$ cat src/rtl/fma16_pkg.sv
// fma16_pkg
// Shared types and constants for the fma16 scheduler and its datapath.
//   fma_ctl_t   : {mul, add, negp, negz} operation control
//   fma_flags_t : {NV, OF, UF, NX} IEEE exception flags
//   rm_t        : rounding mode
//   occ_t       : pipeline occupancy (EMPTY / ONE / FULL), exported for debug
//   pri_t       : round-robin priority holder
package fma16_pkg;

    localparam int FP16_W = 16;

    typedef struct packed {
        logic mul;
        logic add;
        logic negp;
        logic negz;
    } fma_ctl_t;

    typedef struct packed {
        logic nv;
        logic of;
        logic uf;
        logic nx;
    } fma_flags_t;

    typedef enum logic [1:0] {
        RM_RNE = 2'd0,
        RM_RTZ = 2'd1,
        RM_RDN = 2'd2,
        RM_RUP = 2'd3
    } rm_t;

    typedef enum logic [1:0] {
        OCC_EMPTY = 2'd0,
        OCC_ONE   = 2'd1,
        OCC_FULL  = 2'd2
    } occ_t;

    typedef enum logic {
        PRI_0 = 1'b0,
        PRI_1 = 1'b1
    } pri_t;

endpackage

$ cat src/rtl/fma_sched_if.sv
// fma_sched_if
// Request and result buses of the fma16 scheduler.
//   req_valid/req_ready [2]     : per-requester operation handshake
//   req_x/y/z, req_ctl, req_rm  : per-requester operands, control, rounding mode
//   res_valid/res_ready         : result handshake
//   res_data, res_tag, res_flags: result value, originating requester, flags
// Modports: master = requesters plus result consumer, slave = scheduler.
//
// Handshake rule for every valid/ready pair on this bus: a transfer happens on
// a rising clock edge where valid and ready are both high. A producer raising
// valid holds it and its data unchanged until that transfer, and valid/data
// never depend combinationally on the same pair's ready.
interface fma_sched_if;
    import fma16_pkg::*;

    logic [1:0]             req_valid;
    logic [1:0]             req_ready;
    logic [1:0][FP16_W-1:0] req_x;
    logic [1:0][FP16_W-1:0] req_y;
    logic [1:0][FP16_W-1:0] req_z;
    fma_ctl_t [1:0]         req_ctl;
    logic [1:0][1:0]        req_rm;

    logic                   res_valid;
    logic                   res_ready;
    logic [FP16_W-1:0]      res_data;
    logic                   res_tag;
    fma_flags_t             res_flags;

    modport master (
        output req_valid, req_x, req_y, req_z, req_ctl, req_rm, res_ready,
        input  req_ready, res_valid, res_data, res_tag, res_flags
    );

    modport slave (
        input  req_valid, req_x, req_y, req_z, req_ctl, req_rm, res_ready,
        output req_ready, res_valid, res_data, res_tag, res_flags
    );

endinterface

$ cat src/rtl/fma_rr_arb.sv
// fma_rr_arb
// Two-requester round-robin arbiter.
//   clk, reset_n : clock, asynchronous active-low reset
//   req[2]       : requests
//   advance      : downstream slot can take an operation this cycle
//   grant[2]     : one-hot grant, zero when advance is low
//   prio         : current priority holder (debug view of the state)
// Priority only rotates when both requesters compete and a grant is issued;
// a lone requester is served without disturbing the priority.
module fma_rr_arb
    import fma16_pkg::*;
#(
    parameter int RR_INIT = 0
) (
    input  logic       clk,
    input  logic       reset_n,
    input  logic [1:0] req,
    input  logic       advance,
    output logic [1:0] grant,
    output pri_t       prio
);

    localparam pri_t PRI_RST = (RR_INIT == 0) ? PRI_0 : PRI_1;

    pri_t prio_q;
    pri_t prio_d;

    always_ff @(posedge clk or negedge reset_n) begin
        if (!reset_n) begin
            prio_q <= PRI_RST;
        end else begin
            prio_q <= prio_d;
        end
    end

    always_comb begin
        grant  = 2'b00;
        prio_d = prio_q;
        if (advance) begin
            case (req)
                2'b01: grant = 2'b01;
                2'b10: grant = 2'b10;
                2'b11: begin
                    if (prio_q == PRI_0) begin
                        grant  = 2'b01;
                        prio_d = PRI_1;
                    end else begin
                        grant  = 2'b10;
                        prio_d = PRI_0;
                    end
                end
                default: grant = 2'b00;
            endcase
        end
    end

    assign prio = prio_q;

endmodule

$ cat src/rtl/fma_sched.sv
// fma_sched
// Two-requester scheduler in front of a combinational fma16 datapath.
// Stage S0 registers the granted operation and drives dp_* directly;
// stage S1 registers dp_result/dp_flags together with the requester tag.
//   clk, reset_n         : clock, asynchronous active-low reset
//   bus (slave)          : request and result handshakes (fma_sched_if)
//   dp_x/y/z, dp_ctl/rm  : operands to the datapath (0 while S0 is empty)
//   dp_result, dp_flags  : datapath response
//   sticky_flags[2]      : per-requester accumulated flags
//   flags_clr[2]         : per-requester sticky clear
//   occ                  : occupancy EMPTY/ONE/FULL (debug)
//   prio                 : round-robin priority holder (debug)
// Build option: define FMA_SCHED_STICKY_EN to keep sticky flag registers;
// without it sticky_flags is tied to 0 and flags_clr is ignored.
module fma_sched
    import fma16_pkg::*;
#(
    parameter int RR_INIT = 0
) (
    input  logic                clk,
    input  logic                reset_n,
    fma_sched_if.slave          bus,
    output logic [FP16_W-1:0]   dp_x,
    output logic [FP16_W-1:0]   dp_y,
    output logic [FP16_W-1:0]   dp_z,
    output fma_ctl_t            dp_ctl,
    output logic [1:0]          dp_rm,
    input  logic [FP16_W-1:0]   dp_result,
    input  fma_flags_t          dp_flags,
    output fma_flags_t [1:0]    sticky_flags,
    input  logic [1:0]          flags_clr,
    output occ_t                occ,
    output pri_t                prio
);

    logic              s0_valid;
    logic              s0_tag;
    logic [FP16_W-1:0] s0_x;
    logic [FP16_W-1:0] s0_y;
    logic [FP16_W-1:0] s0_z;
    fma_ctl_t          s0_ctl;
    logic [1:0]        s0_rm;

    logic              s1_valid;
    logic              s1_tag;
    logic [FP16_W-1:0] s1_data;
    fma_flags_t        s1_flags;

    logic              s1_adv;
    logic              s0_adv;
    logic [1:0]        grant;
    logic              accept;
    logic              sel;

    assign s1_adv = ~s1_valid | bus.res_ready;
    assign s0_adv = ~s0_valid | s1_adv;

    // reset_n gates the arbiter so no req_ready is offered while in reset.
    fma_rr_arb #(
        .RR_INIT (RR_INIT)
    ) u_arb (
        .clk     (clk),
        .reset_n (reset_n),
        .req     (bus.req_valid),
        .advance (s0_adv & reset_n),
        .grant   (grant),
        .prio    (prio)
    );

    assign accept        = |grant;
    assign sel           = grant[1];
    assign bus.req_ready = grant;

    // S0: an advancing slot with no new operation is loaded with zeros so the
    // datapath sees 0 whenever the stage is empty.
    always_ff @(posedge clk or negedge reset_n) begin
        if (!reset_n) begin
            s0_valid <= 1'b0;
            s0_tag   <= 1'b0;
            s0_x     <= '0;
            s0_y     <= '0;
            s0_z     <= '0;
            s0_ctl   <= '0;
            s0_rm    <= '0;
        end else if (s0_adv) begin
            s0_valid <= accept;
            s0_tag   <= accept & sel;
            s0_x     <= accept ? bus.req_x[sel]   : '0;
            s0_y     <= accept ? bus.req_y[sel]   : '0;
            s0_z     <= accept ? bus.req_z[sel]   : '0;
            s0_ctl   <= accept ? bus.req_ctl[sel] : '0;
            s0_rm    <= accept ? bus.req_rm[sel]  : '0;
        end
    end

    assign dp_x   = s0_x;
    assign dp_y   = s0_y;
    assign dp_z   = s0_z;
    assign dp_ctl = s0_ctl;
    assign dp_rm  = s0_rm;

    // S1 captures the datapath response of the operation sitting in S0.
    always_ff @(posedge clk or negedge reset_n) begin
        if (!reset_n) begin
            s1_valid <= 1'b0;
            s1_tag   <= 1'b0;
            s1_data  <= '0;
            s1_flags <= '0;
        end else if (s1_adv) begin
            s1_valid <= s0_valid;
            s1_tag   <= s0_valid & s0_tag;
            s1_data  <= s0_valid ? dp_result : '0;
            s1_flags <= s0_valid ? dp_flags  : '0;
        end
    end

    assign bus.res_valid = s1_valid;
    assign bus.res_data  = s1_data;
    assign bus.res_tag   = s1_tag;
    assign bus.res_flags = s1_flags;

    always_comb begin
        case ({s0_valid, s1_valid})
            2'b00:   occ = OCC_EMPTY;
            2'b11:   occ = OCC_FULL;
            default: occ = OCC_ONE;
        endcase
    end

`ifdef FMA_SCHED_STICKY_EN
    fma_flags_t [1:0] sticky_q;
    fma_flags_t [1:0] sticky_d;
    logic             res_hs;

    assign res_hs = s1_valid & bus.res_ready;

    // Clear first, then OR in the retiring flags, so a clear coinciding with
    // a retire leaves exactly that retire's flags.
    always_comb begin
        sticky_d = sticky_q;
        for (int i = 0; i < 2; i++) begin
            if (flags_clr[i]) begin
                sticky_d[i] = '0;
            end
            if (res_hs && (s1_tag == 1'(i))) begin
                sticky_d[i] = sticky_d[i] | s1_flags;
            end
        end
    end

    always_ff @(posedge clk or negedge reset_n) begin
        if (!reset_n) begin
            sticky_q <= '0;
        end else begin
            sticky_q <= sticky_d;
        end
    end

    assign sticky_flags = sticky_q;
`else
    logic unused_clr;
    assign unused_clr   = ^flags_clr;
    assign sticky_flags = '0;
`endif

endmodule

$ cat src/flat_wrapper.sv
// flat-port wrapper written by rule: the top's interface ports become plain ports
module fma_sched_flat import fma16_pkg::*;
#(
    parameter int RR_INIT = 0
)
  (clk, reset_n, dp_x, dp_y, dp_z, dp_ctl, dp_rm, dp_result, dp_flags, sticky_flags, flags_clr, occ, prio, bus_req_valid, bus_req_x, bus_req_y, bus_req_z, bus_req_ctl, bus_req_rm, bus_res_ready, bus_req_ready, bus_res_valid, bus_res_data, bus_res_tag, bus_res_flags);
  fma_sched_if bus_i ();
  input  logic clk;
  input  logic reset_n;
  output logic [FP16_W-1:0] dp_x;
  output logic [FP16_W-1:0] dp_y;
  output logic [FP16_W-1:0] dp_z;
  output fma_ctl_t dp_ctl;
  output logic [1:0] dp_rm;
  input  logic [FP16_W-1:0] dp_result;
  input  fma_flags_t dp_flags;
  output fma_flags_t [1:0] sticky_flags;
  input  logic [1:0] flags_clr;
  output occ_t occ;
  output pri_t prio;
  input wire logic [$bits(bus_i.req_valid)-1:0] bus_req_valid;
  input wire logic [$bits(bus_i.req_x)-1:0] bus_req_x;
  input wire logic [$bits(bus_i.req_y)-1:0] bus_req_y;
  input wire logic [$bits(bus_i.req_z)-1:0] bus_req_z;
  input wire logic [$bits(bus_i.req_ctl)-1:0] bus_req_ctl;
  input wire logic [$bits(bus_i.req_rm)-1:0] bus_req_rm;
  input wire logic [$bits(bus_i.res_ready)-1:0] bus_res_ready;
  output wire logic [$bits(bus_i.req_ready)-1:0] bus_req_ready;
  output wire logic [$bits(bus_i.res_valid)-1:0] bus_res_valid;
  output wire logic [$bits(bus_i.res_data)-1:0] bus_res_data;
  output wire logic [$bits(bus_i.res_tag)-1:0] bus_res_tag;
  output wire logic [$bits(bus_i.res_flags)-1:0] bus_res_flags;
  assign bus_i.req_valid = bus_req_valid;
  assign bus_i.req_x = bus_req_x;
  assign bus_i.req_y = bus_req_y;
  assign bus_i.req_z = bus_req_z;
  assign bus_i.req_ctl = bus_req_ctl;
  assign bus_i.req_rm = bus_req_rm;
  assign bus_i.res_ready = bus_res_ready;
  assign bus_req_ready = bus_i.req_ready;
  assign bus_res_valid = bus_i.res_valid;
  assign bus_res_data = bus_i.res_data;
  assign bus_res_tag = bus_i.res_tag;
  assign bus_res_flags = bus_i.res_flags;
  fma_sched #(.RR_INIT(RR_INIT)) u_core (.clk(clk), .reset_n(reset_n), .bus(bus_i), .dp_x(dp_x), .dp_y(dp_y), .dp_z(dp_z), .dp_ctl(dp_ctl), .dp_rm(dp_rm), .dp_result(dp_result), .dp_flags(dp_flags), .sticky_flags(sticky_flags), .flags_clr(flags_clr), .occ(occ), .prio(prio));
endmodule
$ cat config.mk
export PLATFORM = sky130hd
export DESIGN_NAME = fma_sched_flat
export DESIGN_NICKNAME = d
export VERILOG_FILES = /design/src/rtl/fma16_pkg.sv /design/src/rtl/fma_sched_if.sv /design/src/rtl/fma_rr_arb.sv /design/src/rtl/fma_sched.sv /design/src/flat_wrapper.sv
export SDC_FILE = /design/constraint.sdc
export NUM_CORES = 1
export LEC_CHECK = 0
export BUFFER_PORTS_ARGS = -buffer_cell sky130_fd_sc_hd__buf_2
export CAP_MARGIN = 25
export CELL_PAD_IN_SITES_DETAIL_PLACEMENT = 0
export CELL_PAD_IN_SITES_GLOBAL_PLACEMENT = 1
export CORE_ASPECT_RATIO = 0.5
export CORE_MARGIN = 4
export CORE_UTILIZATION = 33
export CTS_CLUSTER_DIAMETER = 30
export DETAILED_ROUTE_END_ITERATION = 10
export PLACE_DENSITY = 0.77
export SLEW_MARGIN = 40
export SYNTH_ARGS = -nofsm -noshare
export SYNTH_HDL_FRONTEND = slang
export SYNTH_SLANG_ARGS = --single-unit
$ cat constraint.sdc
create_clock -name clk -period 1.63 [get_ports clk]
set_input_delay 0.326 -clock clk [delete_from_list [all_inputs] [get_ports clk]]
set_output_delay 0.326 -clock clk [all_outputs]
set_load 0.1 [all_outputs]
* Yosys cells after proc, flatten, opt, wreduce, memory -nomap -nowiden
Cells that the tools add are included.
Operators by class: magnitude comparators 1, bitwise operators 7, equal/unequal tests 4, mux-type cells 22, reduce and logical (&&, ||, !) cells 3
Operators with widths (count):
- 16-bit 2-to-1 mux | 10
- 4-bit 2-to-1 mux | 4
- 2-bit 2-to-1 mux | 5
- 2-bit == test (second input constant) | 3
- 2-bit case mux with 3 select lines | 1
- 2-bit case mux with 2 select lines | 1
- 1-bit bitwise AND | 3
- 2-bit by 1-bit == test with 1-bit output (second input constant) | 1
- 2-bit zero test | 1
- 1-bit by 2-bit < comparator with 1-bit output (second input constant) | 1
- 1-bit inverter | 2
- 1-bit bitwise OR | 2
- 2-bit AND reduction | 1
- 2-bit OR reduction | 1
- 1-bit 2-to-1 mux | 1
Storage, ports and cells: output and inout bits 89, input bits 135, logic and storage cells 55, register bits 79

* Longest topological paths before layout
word-level depth 8, gate-level depth with buffers 6, gate-level depth less buffers 3

* Hierarchy
From an unflattened synthesis, not the netlist that was laid out.
Second synthesis, totals: cell total of the unflattened synthesis 432, area, all modules 4621.9 µm²
By module, submodules not included:
- fma_sched | cells each 424, seq. area each 1951.9 µm², area an instance 4561.9 µm², times used 1
- fma_rr_arb | cells each 8, seq. area each 25.0 µm², area an instance 60.1 µm², times used 1

* Worst setup path before layout
No wires, ideal clock.
path type flip-flop to output port, from register u_core.s1_valid, in the netlist u_core.bus.res_valid, to output bus_req_ready[0], arrival time 2.926 ns, stages on the path, launching flop included 6, buffers on the path 2, data required time 1.304 ns, setup slack -1.622 ns, cell sequence dfrtp_1 > nand3b_4 > buf_4 > buf_2 > nand3_1 > a21oi_1
On the way: word-level cells in the longest chain between the ends 5
Ends and longest elaborated chain:
- start: declaration | RTL line fma_sched.sv:44 | logic s1_valid;
- start signal: assignment | RTL line fma_sched.sv:110 | s1_valid <= s0_valid;
- 1-bit inverter | RTL line fma_sched.sv:55 | assign s1_adv = ~s1_valid | bus.res_ready;
- 1-bit bitwise OR | RTL line fma_sched.sv:55
- 1-bit bitwise OR | RTL line fma_sched.sv:56 | assign s0_adv = ~s0_valid | s1_adv;
- 1-bit bitwise AND | RTL line fma_sched.sv:65 | .advance (s0_adv & reset_n),
- 2-bit 2-to-1 mux | RTL line fma_rr_arb.sv:39 | if (advance) begin
- end: declaration | RTL line flat_wrapper.sv:28 | output wire logic [$bits(bus_i.req_ready)-1:0] bus_req_ready;
Every way passes these cells.

* Worst setup path in the final report
Ends and elaborated chain as after synthesis.

==> impl_metrics.env <==
export IMPL_max_cap_viol_count=0
export IMPL_gp_congestion=0.779
export IMPL_clockBufferDepth=2
export IMPL_final_cell_mix="buf_2, dfrtp_1, nand3b_1, a32o_1, a31o_1"
export IMPL_syn2layout_area_growth_pct=43.3
export IMPL_placementRows=28
export IMPL_period_minus_slack_ns=1.72
export IMPL_critical_path_max_stage_delay_ns=0.51
export IMPL_p_sw_mw=3.67
export IMPL_p_leak_nw=2.94
export IMPL_crit_fanout=4
export IMPL_core_sq_um=12000
export IMPL_crit_start="u_core.bus.res_valid"
export IMPL_overflow=0
export IMPL_start_kind="flip-flop"
export IMPL_die_w_um=166
export IMPL_htreeDepth=3
export IMPL_sw_frac_of_total_pct=45.8
export IMPL_final_cell_area_sq_um=5890
export IMPL_seqPwrFrac_pct=29.1
export IMPL_power_internal_mw=4.33
export IMPL_cts_tree="yes"
export IMPL_final_hold_viol_count=0
export IMPL_synth_seq_cells=79
export IMPL_clock_latency_ns=0.33
export IMPL_grt_max_degree=43
export IMPL_r2r_end="u_core.dp_z[4]"
export IMPL_crit_chain="nand3b_4, nand3_4, a21oi_4, buf_12"
export IMPL_avgSynthCellArea_sq_um=10.8
export IMPL_regToRegSetupSlack_ns=0.06
export IMPL_fin_worst_skew_ns=0.00648
export IMPL_critPathKind="flip-flop to output port"
export IMPL_min_period_over_period_pct=105
export IMPL_vias_per_cell=5.25
export IMPL_ff2ff_path_depth=5
export IMPL_cts_sinks=79
export IMPL_grt_pass1_vias=4052
export IMPL_clk_pin_slew_worst_paths_ns=0.06
export IMPL_grt_use_total_pct=17.8
export IMPL_firstDrtPassIters=4
export IMPL_clock_fmax_ghz=0.583
export IMPL_powerDensity_nw_per_um2=1360
export IMPL_maxSlewViolCount=0
export IMPL_synthCells=381
export IMPL_drive_gt1_share_pct=47.0
export IMPL_drc=0
export IMPL_rsz0062_at_grt="yes"
export IMPL_vdd_drop_max_mv=0.470
export IMPL_die_h_um=86.9
export IMPL_failed_checks="negative setup slack"
export IMPL_syn_area_sq_um=4110
export IMPL_drt_iter0_markers=317
export IMPL_outcome="finished, violations left"
export IMPL_instances_no_fill=762
export IMPL_num_vias=3999
export IMPL_arrival_ns=1.39
export IMPL_cts_root_buf="clkbuf_16"
export IMPL_min_delay_path_class="input port to async pin"
export IMPL_placed_cell_area_sq_um=5520
export IMPL_critPathCaptureType="output port"
export IMPL_final_util_pct=49.2
export IMPL_crit_slowest_cell="dfrtp_4"
export IMPL_hpwlAfterDp_mm=9.42
export IMPL_antenna_found_initial=1
export IMPL_seq_area_frac_synth_pct=48.1
export IMPL_ioPinCount=224
export IMPL_portBuffers=213
export IMPL_pwr_share_comb_pct=46.0
export IMPL_crit_path_end="bus_req_ready[0]"
export IMPL_slew_headroom_pct=62.9
export IMPL_drt_wirelength_per_cell_um=17.3
export IMPL_wl_mm=13.2
export IMPL_cts_buffers_inserted=9
export IMPL_grt_first_pass_wirelength_mm=20.9
export IMPL_ant_nets=0
export IMPL_tightest_slew_ns=0.557
export IMPL_cp_required_ns=1.30
export IMPL_rr_startpoint="u_core.u_arb.prio"
export IMPL_power_share_clock_pct=24.9
export IMPL_dp_cells=737
export IMPL_initial_core_util_pct=34.3
export IMPL_setup_viol=3
export IMPL_dieArea_sq_um=14400
export IMPL_synth_cell_types=27
export IMPL_nets=727
export IMPL_yosys_warnings=0
export IMPL_fin_ws_ns=-0.0866
export IMPL_final_common_cell="buf_2"
## sequential cells by signal, indices dropped and copies added (netlist names)
| register | cells |
|---|---|
| u_core.bus.res_valid | 1 |
| u_core.s0_valid | 1 |
| u_core.u_arb.prio | 1 |
| u_core.dp_rm | 2 |
| u_core.s0_tag | 1 |
| u_core.bus.res_tag | 1 |
| u_core.dp_ctl | 4 |
| u_core.dp_z | 16 |
| u_core.dp_y | 16 |
| u_core.bus.res_data | 16 |
| u_core.bus.res_flags | 4 |
| u_core.dp_x | 16 |
## power groups by stage
| stage | clock, mW | combinational, mW | sequential [mW] |
|---|---|---|---|
| after floorplan | 0 | 1.20 | 4.05 |
| after global placement | 0 | 3.63 | 2.36 |
| after detailed placement | 0 | 3.63 | 2.37 |
| after CTS | 2.08 | 3.70 | 2.33 |
| after global routing | 2.15 | 3.86 | 2.36 |
| final | 1.99 | 3.68 | 2.33 |
## area by class of cell
type,count,area (sq um)
Timing Repair Buffer,249,1520
Antenna cell,1,2.50
Fill cell,1185,6090
Clock buffer,10,239
Sequential cell,79,1990
Multi-Input combinational cell,252,1880
Clock inverter,6,60.1
Tap cell,165,206
## layer usage
layer	track usage, %	wire, um	up-vias
met5	0	0	-
li1	-	-	1868
met1	21.7	5840	1982
met2	31.4	6470	127
met4	6.74	254	0
met3	4.13	617	22
## cells in the mapped netlist
master,count,area (sq um)
buf_4,10,75.1
ha_1,1,12.5
nand3b_4,1,20.0
a31o_1,47,412
a31o_2,5,43.8
conb_1,1,3.75
or2_0,1,6.26
xnor2_1,1,8.76
clkbuf_1,26,97.6
nor2b_1,1,6.26
buf_1,1,3.75
and3_1,2,12.5
and2_4,1,8.76
dfrtp_1,79,1980
a21oi_1,1,5.00
nand2b_1,3,18.8
buf_2,13,65.1
buf_6,7,78.8
nand4_1,5,31.3
nand3b_1,52,390
nand3_1,22,110
and3b_1,1,8.76
o211ai_1,2,15.0
a32o_1,52,521
or2_1,1,6.26
a21o_1,1,7.51
nand2_1,44,165
## critical path: cells and delay by family, from the launching register on
kind                   cells  cell delay, ns
DFF                        1            0.51
and+or+nand+nor            2            0.20
buffers and inverters      1            0.19
AOI/OAI and AO/OA          1            0.16
## cell families after synthesis
kind of cell / count (synthesis) / share of synthesized area, %
AO/OA/AOI/OAI: 108 / 24.4
XOR/XNOR: 1 / 0.213
adder cells (fa/ha/maj): 1 / 0.304
buffers and inverters: 57 / 7.79
flip-flops: 79 / 48.1
other: 1 / 0.0912
AND/OR/NAND/NOR: 134 / 19.1
## worst min-delay path by stage
stage | start | to | slack [ns]
2_1_floorplan | reset_n | u_core.bus.res_data[0] | 0.03
3_3_place_gp | reset_n | u_core.dp_z[3] | 0.27
3_5_place_dp | reset_n | u_core.dp_z[3] | 0.27
4_1_cts | reset_n | u_core.dp_y[13] | 0.08
5_1_grt | reset_n | u_core.bus.res_flags[1] | 0.11
6_report | reset_n | u_core.dp_y[13] | 0.07
## metrics by stage
step | total power, mW | hold slack (ns) | setup TNS (ns) | setup slack (ns)
2_1_floorplan | 5.24 | 0.0304 | -1.24 | -0.336
3_3_place_gp | 5.99 | 0.274 | 0 | 0.0579
3_5_place_dp | 6.00 | 0.274 | 0 | 0.0476
4_1_cts | 8.11 | 0.0833 | -0.249 | -0.0905
5_1_grt | 8.37 | 0.109 | -0.338 | -0.125
6_report | 8.00 | 0.0741 | -0.205 | -0.0866
## repair_timing
action	CTS	global route
endpoints found under the hold margin	3	0
setup buffers	8	0
resized for setup	1	1
hold buffers	1	0
endpoints found under the setup margin	5	19
Power figures use the tool's default switching activity.
